### src/rtl/mm_tile_sched.sv
// Tiled matmul read/accumulate scheduler: walks m/n/k tiles, issues buffer reads, replays them as accumulator writes.
// Optional performance counters enabled by defining MM_TILE_SCHED_PERF_EN.
`default_nettype none

module mm_tile_sched #(
  parameter int M_TILES  = 8,
  parameter int N_TILES  = 16,
  parameter int PIPE_LAT = 3
) (
  input  logic        i_clk,
  input  logic        i_rst_n,
  input  logic [1:0]  i_mode,
  input  logic        i_start,
  input  logic        i_stall,
  output logic        o_rd_en,
  output logic [6:0]  o_a_addr,
  output logic [10:0] o_b_addr,
  output logic        o_acc_we,
  output logic [3:0]  o_acc_addr,
  output logic        o_acc_clr,
  output logic        o_acc_last,
  output logic        o_busy,
  output logic        o_done
`ifdef MM_TILE_SCHED_PERF_EN
  ,
  output logic [31:0] o_cycle_cnt,
  output logic [31:0] o_stall_cnt
`endif
);

  localparam int MW = (M_TILES > 1) ? $clog2(M_TILES) : 1;
  localparam int NW = (N_TILES > 1) ? $clog2(N_TILES) : 1;

  typedef enum logic [1:0] {
    IDLE  = 2'd0,
    RUN   = 2'd1,
    DRAIN = 2'd2,
    DONE  = 2'd3
  } state_t;

  state_t          state, state_nxt;
  logic [1:0]      mode_q;
  logic [MW-1:0]   m_cnt;
  logic [NW-1:0]   n_cnt;
  logic [3:0]      k_cnt;
  logic [3:0]      drain_cnt;
  logic [3:0]      k_max;
  logic            issue;
  logic            k_end, n_end, m_end, last_issue;
  logic            start_run;
  logic [MW+3:0]   a_full;
  logic [NW+3:0]   b_full;

  logic [PIPE_LAT-1:0]       pv;
  logic [PIPE_LAT-1:0][3:0]  pslot;
  logic [PIPE_LAT-1:0]       pclr;
  logic [PIPE_LAT-1:0]       plast;

  // Both INT4 flavours pack two values per byte, halving the K depth.
  assign k_max      = (mode_q == 2'd1 || mode_q == 2'd2) ? 4'd7 : 4'd15;
  assign k_end      = (k_cnt == k_max);
  assign n_end      = (n_cnt == NW'(N_TILES - 1));
  assign m_end      = (m_cnt == MW'(M_TILES - 1));
  assign issue      = (state == RUN) && !i_stall;
  assign last_issue = issue && k_end && n_end && m_end;
  assign start_run  = (state == IDLE) && i_start;
  assign a_full     = {m_cnt, k_cnt};
  assign b_full     = {n_cnt, k_cnt};

  always_ff @(posedge i_clk or negedge i_rst_n) begin
    if (!i_rst_n) begin
      state <= IDLE;
    end else begin
      state <= state_nxt;
    end
  end

  always_comb begin
    state_nxt = state;
    o_rd_en   = 1'b0;
    o_busy    = 1'b0;
    o_done    = 1'b0;
    case (state)
      IDLE: begin
        if (i_start) state_nxt = RUN;
      end
      RUN: begin
        o_busy  = 1'b1;
        o_rd_en = issue;
        if (last_issue) state_nxt = DRAIN;
      end
      DRAIN: begin
        o_busy = 1'b1;
        if (drain_cnt == 4'(PIPE_LAT - 1)) state_nxt = DONE;
      end
      DONE: begin
        o_done    = 1'b1;
        state_nxt = IDLE;
      end
      default: state_nxt = IDLE;
    endcase
  end

  always_ff @(posedge i_clk or negedge i_rst_n) begin
    if (!i_rst_n) begin
      mode_q    <= 2'd0;
      m_cnt     <= '0;
      n_cnt     <= '0;
      k_cnt     <= '0;
      drain_cnt <= '0;
    end else begin
      if (start_run) begin
        mode_q <= i_mode;
        m_cnt  <= '0;
        n_cnt  <= '0;
        k_cnt  <= '0;
      end else if (issue) begin
        if (k_end) begin
          k_cnt <= '0;
          if (n_end) begin
            n_cnt <= '0;
            m_cnt <= m_cnt + 1'b1;
          end else begin
            n_cnt <= n_cnt + 1'b1;
          end
        end else begin
          k_cnt <= k_cnt + 1'b1;
        end
      end
      drain_cnt <= (state == DRAIN) ? drain_cnt + 1'b1 : 4'd0;
    end
  end

  // Fixed-latency replay of every issued read; stall only gates new issues.
  always_ff @(posedge i_clk or negedge i_rst_n) begin
    if (!i_rst_n) begin
      pv    <= '0;
      pslot <= '0;
      pclr  <= '0;
      plast <= '0;
    end else begin
      pv[0]    <= issue;
      pslot[0] <= 4'(n_cnt);
      pclr[0]  <= (k_cnt == 4'd0);
      plast[0] <= k_end;
      for (int i = 1; i < PIPE_LAT; i++) begin
        pv[i]    <= pv[i-1];
        pslot[i] <= pslot[i-1];
        pclr[i]  <= pclr[i-1];
        plast[i] <= plast[i-1];
      end
    end
  end

  assign o_a_addr   = o_rd_en ? 7'(a_full) : 7'd0;
  assign o_b_addr   = o_rd_en ? 11'(b_full) : 11'd0;
  assign o_acc_we   = pv[PIPE_LAT-1];
  assign o_acc_addr = o_acc_we ? pslot[PIPE_LAT-1] : 4'd0;
  assign o_acc_clr  = o_acc_we && pclr[PIPE_LAT-1];
  assign o_acc_last = o_acc_we && plast[PIPE_LAT-1];

`ifdef MM_TILE_SCHED_PERF_EN
  always_ff @(posedge i_clk or negedge i_rst_n) begin
    if (!i_rst_n) begin
      o_cycle_cnt <= '0;
      o_stall_cnt <= '0;
    end else if (start_run) begin
      o_cycle_cnt <= '0;
      o_stall_cnt <= '0;
    end else begin
      if (o_busy && o_cycle_cnt != 32'hFFFF_FFFF)
        o_cycle_cnt <= o_cycle_cnt + 32'd1;
      if (state == RUN && i_stall && o_stall_cnt != 32'hFFFF_FFFF)
        o_stall_cnt <= o_stall_cnt + 32'd1;
    end
  end
`endif

endmodule

`default_nettype wire

### config.mk
export PLATFORM = sky130hd
export DESIGN_NAME = mm_tile_sched
export DESIGN_NICKNAME = d
export VERILOG_FILES = /design/src/rtl/mm_tile_sched.sv
export SDC_FILE = /design/constraint.sdc
export NUM_CORES = 1
export LEC_CHECK = 0
export CORE_ASPECT_RATIO = 1.75
export CORE_MARGIN = 2
export CORE_UTILIZATION = 46
export CTS_BUF_LIST = sky130_fd_sc_hd__clkbuf_8 sky130_fd_sc_hd__clkbuf_16
export CTS_CLUSTER_SIZE = 8
export DETAILED_ROUTE_END_ITERATION = 8
export GPL_TIMING_DRIVEN = 0
export HOLD_SLACK_MARGIN = 0.05
export PLACE_DENSITY = 0.74
export SLEW_MARGIN = 20
export SYNTH_ARGS = -nofsm -noshare
export SYNTH_HDL_FRONTEND = slang
export SYNTH_SLANG_ARGS = --single-unit
### constraint.sdc
create_clock -name i_clk -period 2.51 [get_ports i_clk]
set_input_delay 0.3765 -clock i_clk [delete_from_list [all_inputs] [get_ports i_clk]]
set_output_delay 0.3765 -clock i_clk [all_outputs]
set_load 0.02 [all_outputs]
Word level (Yosys, flattened, before mapping)

Index checks and enable logic that the tools add are counted.

Add/sub/neg operators: 4
Multipliers: 0
Div/mod/pow operators: 0
$lt $le $gt $ge: 0
Equal/unequal tests: 12
Shift-type cells: 0
Muxes and demuxes: 23
Bitwise logic cells: 0
Reductions and logical operators: 18

Operators with widths:

| operator                                                               | number |
|---|---|
| 4-bit 2-to-1 mux                                                       | 10 |
| 4-bit by 1-bit adder with 4-bit output (second input constant)         | 3 |
| 3-bit 2-to-1 mux                                                       | 4 |
| 8-bit 2-to-1 mux                                                       | 1 |
| 2-bit one-hot mux with 4 select lines                                  | 1 |
| 1-bit logical AND                                                      | 7 |
| 7-bit 2-to-1 mux                                                       | 1 |
| 2-bit equality test (second input constant)                            | 3 |
| 2-bit 2-to-1 mux                                                       | 3 |
| 2-bit inequality test (second input constant)                          | 3 |
| 3-bit AND reduction                                                    | 2 |
| 2-bit nonzero test                                                     | 3 |
| 2-bit by 1-bit equality test with 1-bit output (second input constant) | 2 |
| 4-bit by 2-bit equality test with 1-bit output (second input constant) | 1 |
| 4-bit equality test                                                    | 1 |
| 4-bit equality test (second input constant)                            | 1 |
| 4-bit zero test                                                        | 1 |
| 3-bit by 1-bit adder with 3-bit output (second input constant)         | 1 |
| 3-bit equality test (second input constant)                            | 1 |
| 1-bit 2-to-1 mux                                                       | 3 |
| 2-bit zero test                                                        | 1 |
| 2-bit AND reduction                                                    | 1 |
| 2-bit OR reduction                                                     | 1 |
| 1-bit zero test                                                        | 1 |
| 1-bit logical OR                                                       | 1 |

Register bits: 40
Latch bits: 0
RAM bits: 0
Bits in read-only memories: 0
Input bits: 6
Output and inout bits: 28
Logic and storage cells: 69
Memories: 0

Logic depth before layout (Yosys ltp)

Gate-level depths: netlist (run 1).

Depth after elaboration: 9
Gate-level depth with buffers: 8
Mapped depth without buffers: 7

Worst setup path after synthesis (run 1)

Ideal clock, no wire load.

Path type: register -> output
Start: register state[1]
End: output o_b_addr[3]
Data arrival time: 1848 ps
Required time: 2134 ps
Setup slack: 286 ps
Cell stages (with the launch flop): 9
Buffers on the path: 3
Cell sequence: dfrtp_1 inv_1 ha_1 nand2b_1 clkbuf_1 inv_2 clkbuf_1 and2_1 buf_4

Cells in the longest elaborated chain, start to end: 4

RTL lines:

| item                                               | RTL line | source |
|---|---|---|
| start: declaration                                 | 41       | `state_t state, state_nxt;` |
| start signal: assignment                           | 74       | `state <= state_nxt;` |
| 2-bit by 1-bit equality test with 1-bit output (*) | 64, 83   |  |
| 1-bit logical AND                                  | 64       | `assign issue = (state == RUN) && !i_stall;` |
| 1-bit 2-to-1 mux (*)                               | 83       | `case (state)` |
| net o_rd_en                                        | 15       | `output logic o_rd_en,` |
| 8-bit 2-to-1 mux (*)                               | 156      | `assign o_b_addr = o_rd_en ? 11'(b_full) : 11'd0;` |
| end: declaration                                   | 17       | `output logic [10:0] o_b_addr,` |

The timed path passes the listed nets; every way through them passes the cells marked *.

Worst setup path after layout (run 1)

Start: register state[1]
End: output o_b_addr[3]

Cells in the longest elaborated chain, start to end: 4

RTL lines:

| item                                               | RTL line |
|---|---|
| 2-bit by 1-bit equality test with 1-bit output (*) | 64, 83 |
| 1-bit logical AND                                  | 64 |
| 1-bit 2-to-1 mux (*)                               | 83 |
| 8-bit 2-to-1 mux (*)                               | 156 |

Mark *: on every way between the ends. The rest lies on a longest branch, timed or not.

==> impl_summary.txt, run 1 <==
----------------------------------------------------
[STA]
  Final worst clock skew ... 4.14 ps
  Count of endpoints failing hold in the final timing report ... 0
  Fin crit share ... 0.955
  Unrepaired setup endpoints after global routing ... no
  Number of setup violations in the final report ... 0
  Highest attainable clock frequency ... 0.417 GHz
  Final setup TNS ... 0 ps
  Total count of max-transition violations in the final report ... 0
  Minimum clock period after layout ... 2400 ps
  Worst Setup Slack, final ... 113 ps

[Power]
  Total Power ... 1.83 mW
  Leakage ... 1.18 nW
  Peak VDD IR ... 0.655 mV
  Pwr per Cell Area ... 784 mW/mm^2

[Critical path]
  Worst setup SP type ... flip-flop
  Required arrival time at the worst endpoint ... 2130 ps
  Class of the most critical setup path ... reg -> out
  Capture point of the worst reg-to-reg path ... state[1]
  Path depth of the worst reg2reg path ... 6
  Arrival time reported for the critical path endpoint ... 2020 ps
  Launching instance or port of the critical path ... state[1]
  CP max FO ... 11
  Reg-to-reg startpoint ... drain_cnt[0]
  Crit path capture type ... output port
  R2R setup slack ... 600 ps
  Critical path endpoint ... o_b_addr[3]

[Clock network]
  H-tree levels ... 2
  Buffer depth of the longest clock path ... 2
  Clock root buffer ... sky130_fd_sc_hd__clkbuf_8
  Postcts setup bufs ... 0
  Later-pin clock latency in the skew report ... 290 ps
  Cts bufs inserted ... 5
  Clock edge transition at the registers on the reported setup and hold paths ... 80 ps
  Num Clock Sinks ... 40
  CTS tree ... built

[Floorplanning]
  Die footprint ... 0.00450 sq mm
  Core outline area ... 0.00383 sq mm
  Chip Width ... 51.6 microns
  Initial Utilization ... 0.475
  Die Y-Extent ... 87.2 microns
  Standard-cell rows ... 30
  Io pins ... 34

[Cells and area]
  Most frequent cells in the layout ... 40 x sky130_fd_sc_hd__dfrtp_1, 18 x sky130_fd_sc_hd__and2_1, 17 x sky130_fd_sc_hd__nand2_1
  P&R area growth vs syn ... 28.2%
  Antenna Cells ... 0
  Share of post-route cells with drive strength above 1 ... 0.147
  Area of all placed cells without fillers ... 0.00233 sq mm
  Most frequent standard cell in the layout excluding fill and tap cells ... sky130_fd_sc_hd__dfrtp_1
  Filler cell count in the final layout ... 340
  Final core occ ... 0.610
  Total Nets Final ... 214

[Logic synthesis]
  Yosys warns ... 0
  Part of the Yosys area used for sequential elements ... 0.550
  Netlist Area Pre-Place ... 0.00182 sq mm
  Post-synth EDFFs ... 0
  Async set-reset flop share out of synthesis ... 1.00
  Commonest register cell after synthesis ... sky130_fd_sc_hd__dfrtp_1
  Cell variety after synth ... 35
  Yosys top cell by area ... sky130_fd_sc_hd__dfrtp_1
  Average instance area after synthesis ... 11.7 sq um
  Main area contributors after synthesis ... sky130_fd_sc_hd__dfrtp_1 55%, sky130_fd_sc_hd__ha_1 8.2%, sky130_fd_sc_hd__and2_1 6.2%, sky130_fd_sc_hd__nand2_1 3.5%, sky130_fd_sc_hd__buf_4 2.9%
  Dominant combinational cell family by area after synthesis ... simple AND/OR/NAND/NOR gates
  Area fraction in compound gates after synthesis ... 0.0598
  Mux contribution to synthesized area ... 0.0247
  Synth Area in XOR/XNOR ... 0.0323
  Top-area cell type share of the netlist area ... 0.550
  Simple-gate area share of the yosys netlist ... 0.199
  Arithmetic-cell share of the synthesized area counting full adders, half adders and majority gates ... 0.0825
  Synthesized flop and latch total ... 40
  Synthesized instance count ... 156

[Place]
  Half-perimeter wire length after placement ... 2500 microns
  Buffers added on ports ... 30
  Pre-CTS worst setup slack ... -579 ps
  Post-Place Cell Area ... 0.00221 sq mm
  Routability Congestion ... 0.764

[Drt]
  Overall routed net length ... 3250 microns
  DRT iter0 DRCs ... 14
  Detail-routed net length per standard cell ... 13.3 microns
  Post-route ant nets ... 0
  Number of vias after detailed routing ... 1212
  Via-to-Cell Ratio ... 4.95
  DRC errors left ... 0
  Number of optimization iterations in the first detailed-route pass ... 3

[Status]
  Status ... finished, final reports clean

[Global route]
  Sum of overflow across all layers after global routing ... 0
  Number of global-route vias before repair ... 1291
  Global routing usage summed across all routing layers ... 0.169
  Wire length of the first global-routing pass ... 5690 microns
  Initial antenna violation count ... 0
  Maximum number of pins on one net before global-route repair ... 27

[Min path]
  Class of the tightest hold or removal check ... reg -> reg

[Job]
  Count of maximum capacitance violations ... 0

----------------------------------------------------
[layer usage]
metal	global-route usage	vias to the layer above	routed length (microns)
met5	0	-	0
met4	0.0813	0	64
met3	0.0326	7	96
met2	0.307	23	1870
met1	0.183	605	1220
li1	-	577	-
[logic make-up (layout without fill, tap and decap cells)]
family | after synthesis | count (layout)
and+or+nand+nor | 64 | 64
DFF | 40 | 40
buffers and inverters | 17 | 56
AOI/OAI and AO/OA | 13 | 13
adders and majority gates | 12 | 12
xor gates and xnor gates | 5 | 5
muxes | 4 | 4
other | 1 | 3
[critical path, stage by stage, from the launching register on]
cell	delay [ps]
sky130_fd_sc_hd__dfrtp_1	430
sky130_fd_sc_hd__inv_1	140
sky130_fd_sc_hd__ha_2	230
sky130_fd_sc_hd__nand2b_4	110
sky130_fd_sc_hd__inv_2	80
sky130_fd_sc_hd__clkbuf_4	190
sky130_fd_sc_hd__and2_1	160
sky130_fd_sc_hd__buf_4	110
sky130_fd_sc_hd__clkdlybuf4s15_1	280
[cells in the mapped netlist (2+ instances only)]
master,number
sky130_fd_sc_hd__buf_4,7
sky130_fd_sc_hd__nor2_1,10
sky130_fd_sc_hd__nand2b_1,2
sky130_fd_sc_hd__xnor2_1,2
sky130_fd_sc_hd__clkbuf_1,3
sky130_fd_sc_hd__dfrtp_1,40
sky130_fd_sc_hd__xor2_1,2
sky130_fd_sc_hd__nor2b_1,4
sky130_fd_sc_hd__nand3_1,5
sky130_fd_sc_hd__ha_1,12
sky130_fd_sc_hd__o21ai_1,2
sky130_fd_sc_hd__mux2i_1,3
sky130_fd_sc_hd__and2_1,18
sky130_fd_sc_hd__nand2_1,17
sky130_fd_sc_hd__a21oi_1,4
sky130_fd_sc_hd__inv_1,6
[state kept, by name, summed over array words and instances, names as in the netlist]
name / count
plast: 3
pv: 3
state: 2
pslot: 12
n_cnt: 4
drain_cnt: 4
mode_q: 2
m_cnt: 3
k_cnt: 4
pclr: 3
[repair_timing]
action                                 in CTS  in global routing
setup endpoints to repair                  16                  2
pin swaps                                   0                  0
hold buffers                                1                  0
gates resized for setup                    17                  3
endpoints found under the hold margin      14                  0
[power breakdown]
group	total, mW	switching, mW	internal (mW)
clock	0.522	0.223	0.299
combinational	0.458	0.251	0.208
sequential	0.851	0.0859	0.765
total	1.83	0.559	1.27
[through the flow]
| stage | cells | hold WS [ps] |
|---|---|---|
| 3_3_place_gp | 236 | 332 |
| 6_report | 245 | 352 |
| 4_1_cts | 245 | 353 |
| 5_1_grt | 245 | 367 |
| 2_1_floorplan | 158 | 80.9 |
| 3_5_place_dp | 237 | 319 |
[area by class of cell]
| class | instances | area, sq um | area share |
|---|---|---|---|
| well taps | 48 | 60.1 | 0.0257 |
| plain buffers | 9 | 63.8 | 0.0273 |
| multi-input cells | 101 | 747 | 0.320 |
| repair buffers | 32 | 320 | 0.137 |
| flip-flops and latches | 40 | 1000 | 0.429 |
| clock buffers | 5 | 68.8 | 0.0295 |
| clock inverters | 3 | 47.5 | 0.0204 |
| inverters | 7 | 26.3 | 0.0113 |
[worst min path at each step]
stage,startpoint,to,depth (start not counted)
2_1_floorplan,i_rst_n,drain_cnt[0],0
3_3_place_gp,pclr[1],pclr[2],0
3_5_place_dp,i_rst_n,state[0],1
4_1_cts,plast[0],plast[1],0
5_1_grt,plast[1],plast[2],0
6_report,plast[0],plast[1],0
Note: power is estimated with default switching activity, not from simulation.
==> run 2: changes to the inputs <==
--- a/config.mk
+++ b/config.mk
@@ -14,7 +14,7 @@
 export GPL_TIMING_DRIVEN = 0
 export HOLD_SLACK_MARGIN = 0.05
 export PLACE_DENSITY = 0.74
-export SLEW_MARGIN = 20
+export SLEW_MARGIN = 40
 export SYNTH_ARGS = -nofsm -noshare
 export SYNTH_HDL_FRONTEND = slang
 export SYNTH_SLANG_ARGS = --single-unit
==> results of run 2 <==
Final layout, timing and power as in run 1 (identical DEF).
==> run 3: changes to the inputs <==
--- a/config.mk
+++ b/config.mk
@@ -7,13 +7,13 @@
 export LEC_CHECK = 0
 export CORE_ASPECT_RATIO = 1.75
 export CORE_MARGIN = 2
-export CORE_UTILIZATION = 46
+export CORE_UTILIZATION = 45
 export CTS_BUF_LIST = sky130_fd_sc_hd__clkbuf_8 sky130_fd_sc_hd__clkbuf_16
 export CTS_CLUSTER_SIZE = 8
 export DETAILED_ROUTE_END_ITERATION = 8
 export GPL_TIMING_DRIVEN = 0
 export HOLD_SLACK_MARGIN = 0.05
-export PLACE_DENSITY = 0.74
+export PLACE_DENSITY_LB_ADDON = 0.3
 export SLEW_MARGIN = 40
 export SYNTH_ARGS = -nofsm -noshare
 export SYNTH_HDL_FRONTEND = slang
==> impl_summary.txt, run 3 (same netlist as run 1, synthesis figures left out) <==
----------------------------------------------------
[Global route]
  Initial antenna violation count ... 0 (unchanged)
  Sum of overflow across all layers after global routing ... 0 (unchanged)
  Global routing usage summed across all routing layers ... 0.167 (-0.00214)
  Maximum number of pins on one net before global-route repair ... 22 (-19%)
  Wire length of the first global-routing pass ... 5550 microns (-2.4%)
  Number of global-route vias before repair ... 1231 (-4.6%)

[Critical path]
  Reg-to-reg startpoint ... drain_cnt[0]
  R2R setup slack ... 610 ps (about the same)
  Master of the slowest instance on the critical path ... sky130_fd_sc_hd__clkdlybuf4s50_1
  CP max FO ... 8 (-3)
  Total stage count of the critical path ... 6 (-2)
  Delay-heaviest family, CP ... buffers and inverters
  Capture point of the worst reg-to-reg path ... state[1]
  Critical path endpoint ... o_b_addr[0]
  Worst setup SP type ... flip-flop
  Path depth of the worst reg2reg path ... 6 (unchanged)
  Critical path cell sequence ... inv_1 -> ha_1 -> nand2b_4 -> nor2_2 -> buf_4 -> clkdlybuf4s50_1
  Required arrival time at the worst endpoint ... 2130 ps (about the same)
  Arrival time reported for the critical path endpoint ... 2030 ps (about the same)
  Class of the most critical setup path ... reg -> out
  Launching instance or port of the critical path ... state[1]
  Crit path capture type ... output port
  CP max stage delay ... 590 ps (+160 ps)
  Sum of buffers and inverters on the critical path ... 3 (-2)

[Drt]
  DRT iter0 DRCs ... 19 (+5)
  Post-route ant nets ... 0 (unchanged)
  Number of vias after detailed routing ... 1188 (-2.0%)
  Detail-routed net length per standard cell ... 13.3 microns (about the same)
  Number of optimization iterations in the first detailed-route pass ... 4 (+1)
  DRC errors left ... 0 (unchanged)
  Overall routed net length ... 3220 microns (-0.83%)
  Via-to-Cell Ratio ... 4.89 (-1.2%)

[Floorplanning]
  Die footprint ... 0.00459 sq mm (+2.1%)
  Standard-cell rows ... 30 (unchanged)
  Core outline area ... 0.00387 sq mm (+0.98%)
  Initial Utilization ... 0.471 (-0.00462)
  Die Y-Extent ... 88.1 microns (+1.1%)
  Io pins ... 34 (unchanged)
  Chip Width ... 52.1 microns (+1.0%)

[Clock network]
  Cts bufs inserted ... 5 (unchanged)
  Clock root buffer ... sky130_fd_sc_hd__clkbuf_8
  Postcts setup bufs ... 0 (unchanged)
  Num Clock Sinks ... 40 (unchanged)
  Clock edge transition at the registers on the reported setup and hold paths ... 70 ps (about the same)
  CTS tree ... built
  Buffer depth of the longest clock path ... 2 (unchanged)
  H-tree levels ... 2 (unchanged)
  Later-pin clock latency in the skew report ... 290 ps (about the same)

[STA]
  Final worst clock skew ... 3.98 ps (-0.160 ps)
  Minimum clock period after layout ... 2400 ps (+5.48 ps)
  Worst slew pin tran ... 514 ps
  Relative slew slack ... 0.657
  Count of endpoints failing hold in the final timing report ... 0 (unchanged)
  Highest attainable clock frequency ... 0.416 GHz (-0.23%)
  Number of setup violations in the final report ... 0 (unchanged)
  Fin crit share ... 0.957 (+0.00218)
  Total count of max-transition violations in the final report ... 0 (unchanged)

[Min path]
  Class of the tightest hold or removal check ... in -> async

[Status]
  Status ... finished, final reports clean

[Cells and area]
  Share of post-route cells with drive strength above 1 ... 0.149 (+0.00151)
  Total Nets Final ... 213 (-0.47%)
  P&R area growth vs syn ... 28.3% (about the same)
  Most frequent cells in the layout ... 40 x sky130_fd_sc_hd__dfrtp_1, 18 x sky130_fd_sc_hd__and2_1, 17 x sky130_fd_sc_hd__nand2_1
  Final core occ ... 0.604 (-0.00560)
  Register ranked first by flip-flop count ... pslot
  Antenna Cells ... 0 (unchanged)
  Flip-flop count of the largest register, all copies and words added ... 12 (unchanged)
  Most frequent standard cell in the layout excluding fill and tap cells ... sky130_fd_sc_hd__dfrtp_1

[Power]
  Total Power ... 1.91 mW (+4.2%)
  Leakage ... 1.18 nW (about the same)
  Pwr per Cell Area ... 817 mW/mm^2 (+4.2%)
  Peak VDD IR ... 0.703 mV (+7.3%)

[Place]
  Buffers added on ports ... 30 (unchanged)
  Routability Congestion ... 0.709 (-7.2%)
  Half-perimeter wire length after placement ... 2410 microns (-3.7%)

[Job]
  Count of maximum capacitance violations ... 0 (unchanged)

----------------------------------------------------
==> run 3: changes by cell type in the layout (fill, tap and decap cells not counted), sizes merged <==
cell	change
dlygate4sd3	-1
dlygate4sd2	-1
clkdlybuf4s15	-1
clkdlybuf4s50	+1
clkinv	-2
buf	+1
bufinv	+1
==> run 3: layer usage <==
layer  share of wire  vias up  global-route usage
met5               0        -                   0
met3           0.046        5              0.0444
li1                -      572                   -
met1            0.36      583               0.178
met2            0.57       28               0.300
met4           0.018        0              0.0718
==> run 3: through the flow <==
stage	worst slack [ps]	cells	cell area, sq um	hold slack, ps	TNS (ps)
finish	107	243	2340	50.7	0
global route	-10.9	243	2340	79.3	-10.9
CTS	9.10	243	2330	53.8	0
detailed placement	-572	237	2210	335	-5130
global placement	-544	236	2190	333	-4920
floorplan	286	158	1830	80.9	0
==> run 3: layout make-up <==
class / count / area (sq um)
Buffer: 9 / 63.8
Clock buffer: 5 / 68.8
Clock inverter: 2 / 60.1
Fill cell: 322 / 1530
Inverter: 7 / 26.3
Multi-Input combinational cell: 101 / 747
Sequential cell: 40 / 1000
Tap cell: 48 / 60.1
Timing Repair Buffer: 31 / 309
==> run 3: worst min-delay path by stage <==
| stage | to | depth (start not counted) | from |
|---|---|---|---|
| after floorplan | drain_cnt[0] | 0 | i_rst_n |
| after global placement | plast[2] | 0 | plast[1] |
| after detailed placement | pslot[4] | 0 | pslot[0] |
| after CTS | pslot[8] | 1 | i_rst_n |
| after global routing | pslot[8] | 1 | i_rst_n |
| final | k_cnt[1] | 1 | i_rst_n |
==> run 3: worst reg2reg max path: cells and delay by family (launching register included) <==
family          cells  cell delay, ps
fa+ha+maj           1             130
compound gates      2             490
buf+inv             1              70
mux                 1             300
flops               1             420
simple gates        1             390
==> run 3: timing repair <==
action	4_1_cts	5_1_grt
endpoints found under the setup margin	16	3
pin swaps	0	0
gates resized for setup	16	4
hold buffers	0	0
==> run 3: where the power goes <==
part	leakage, nW	internal [mW]	switching, mW	total, mW
clock	0.0642	0.391	0.216	0.607
combinational	0.589	0.210	0.245	0.455
sequential	0.526	0.765	0.0812	0.846
total	1.18	1.37	0.543	1.91
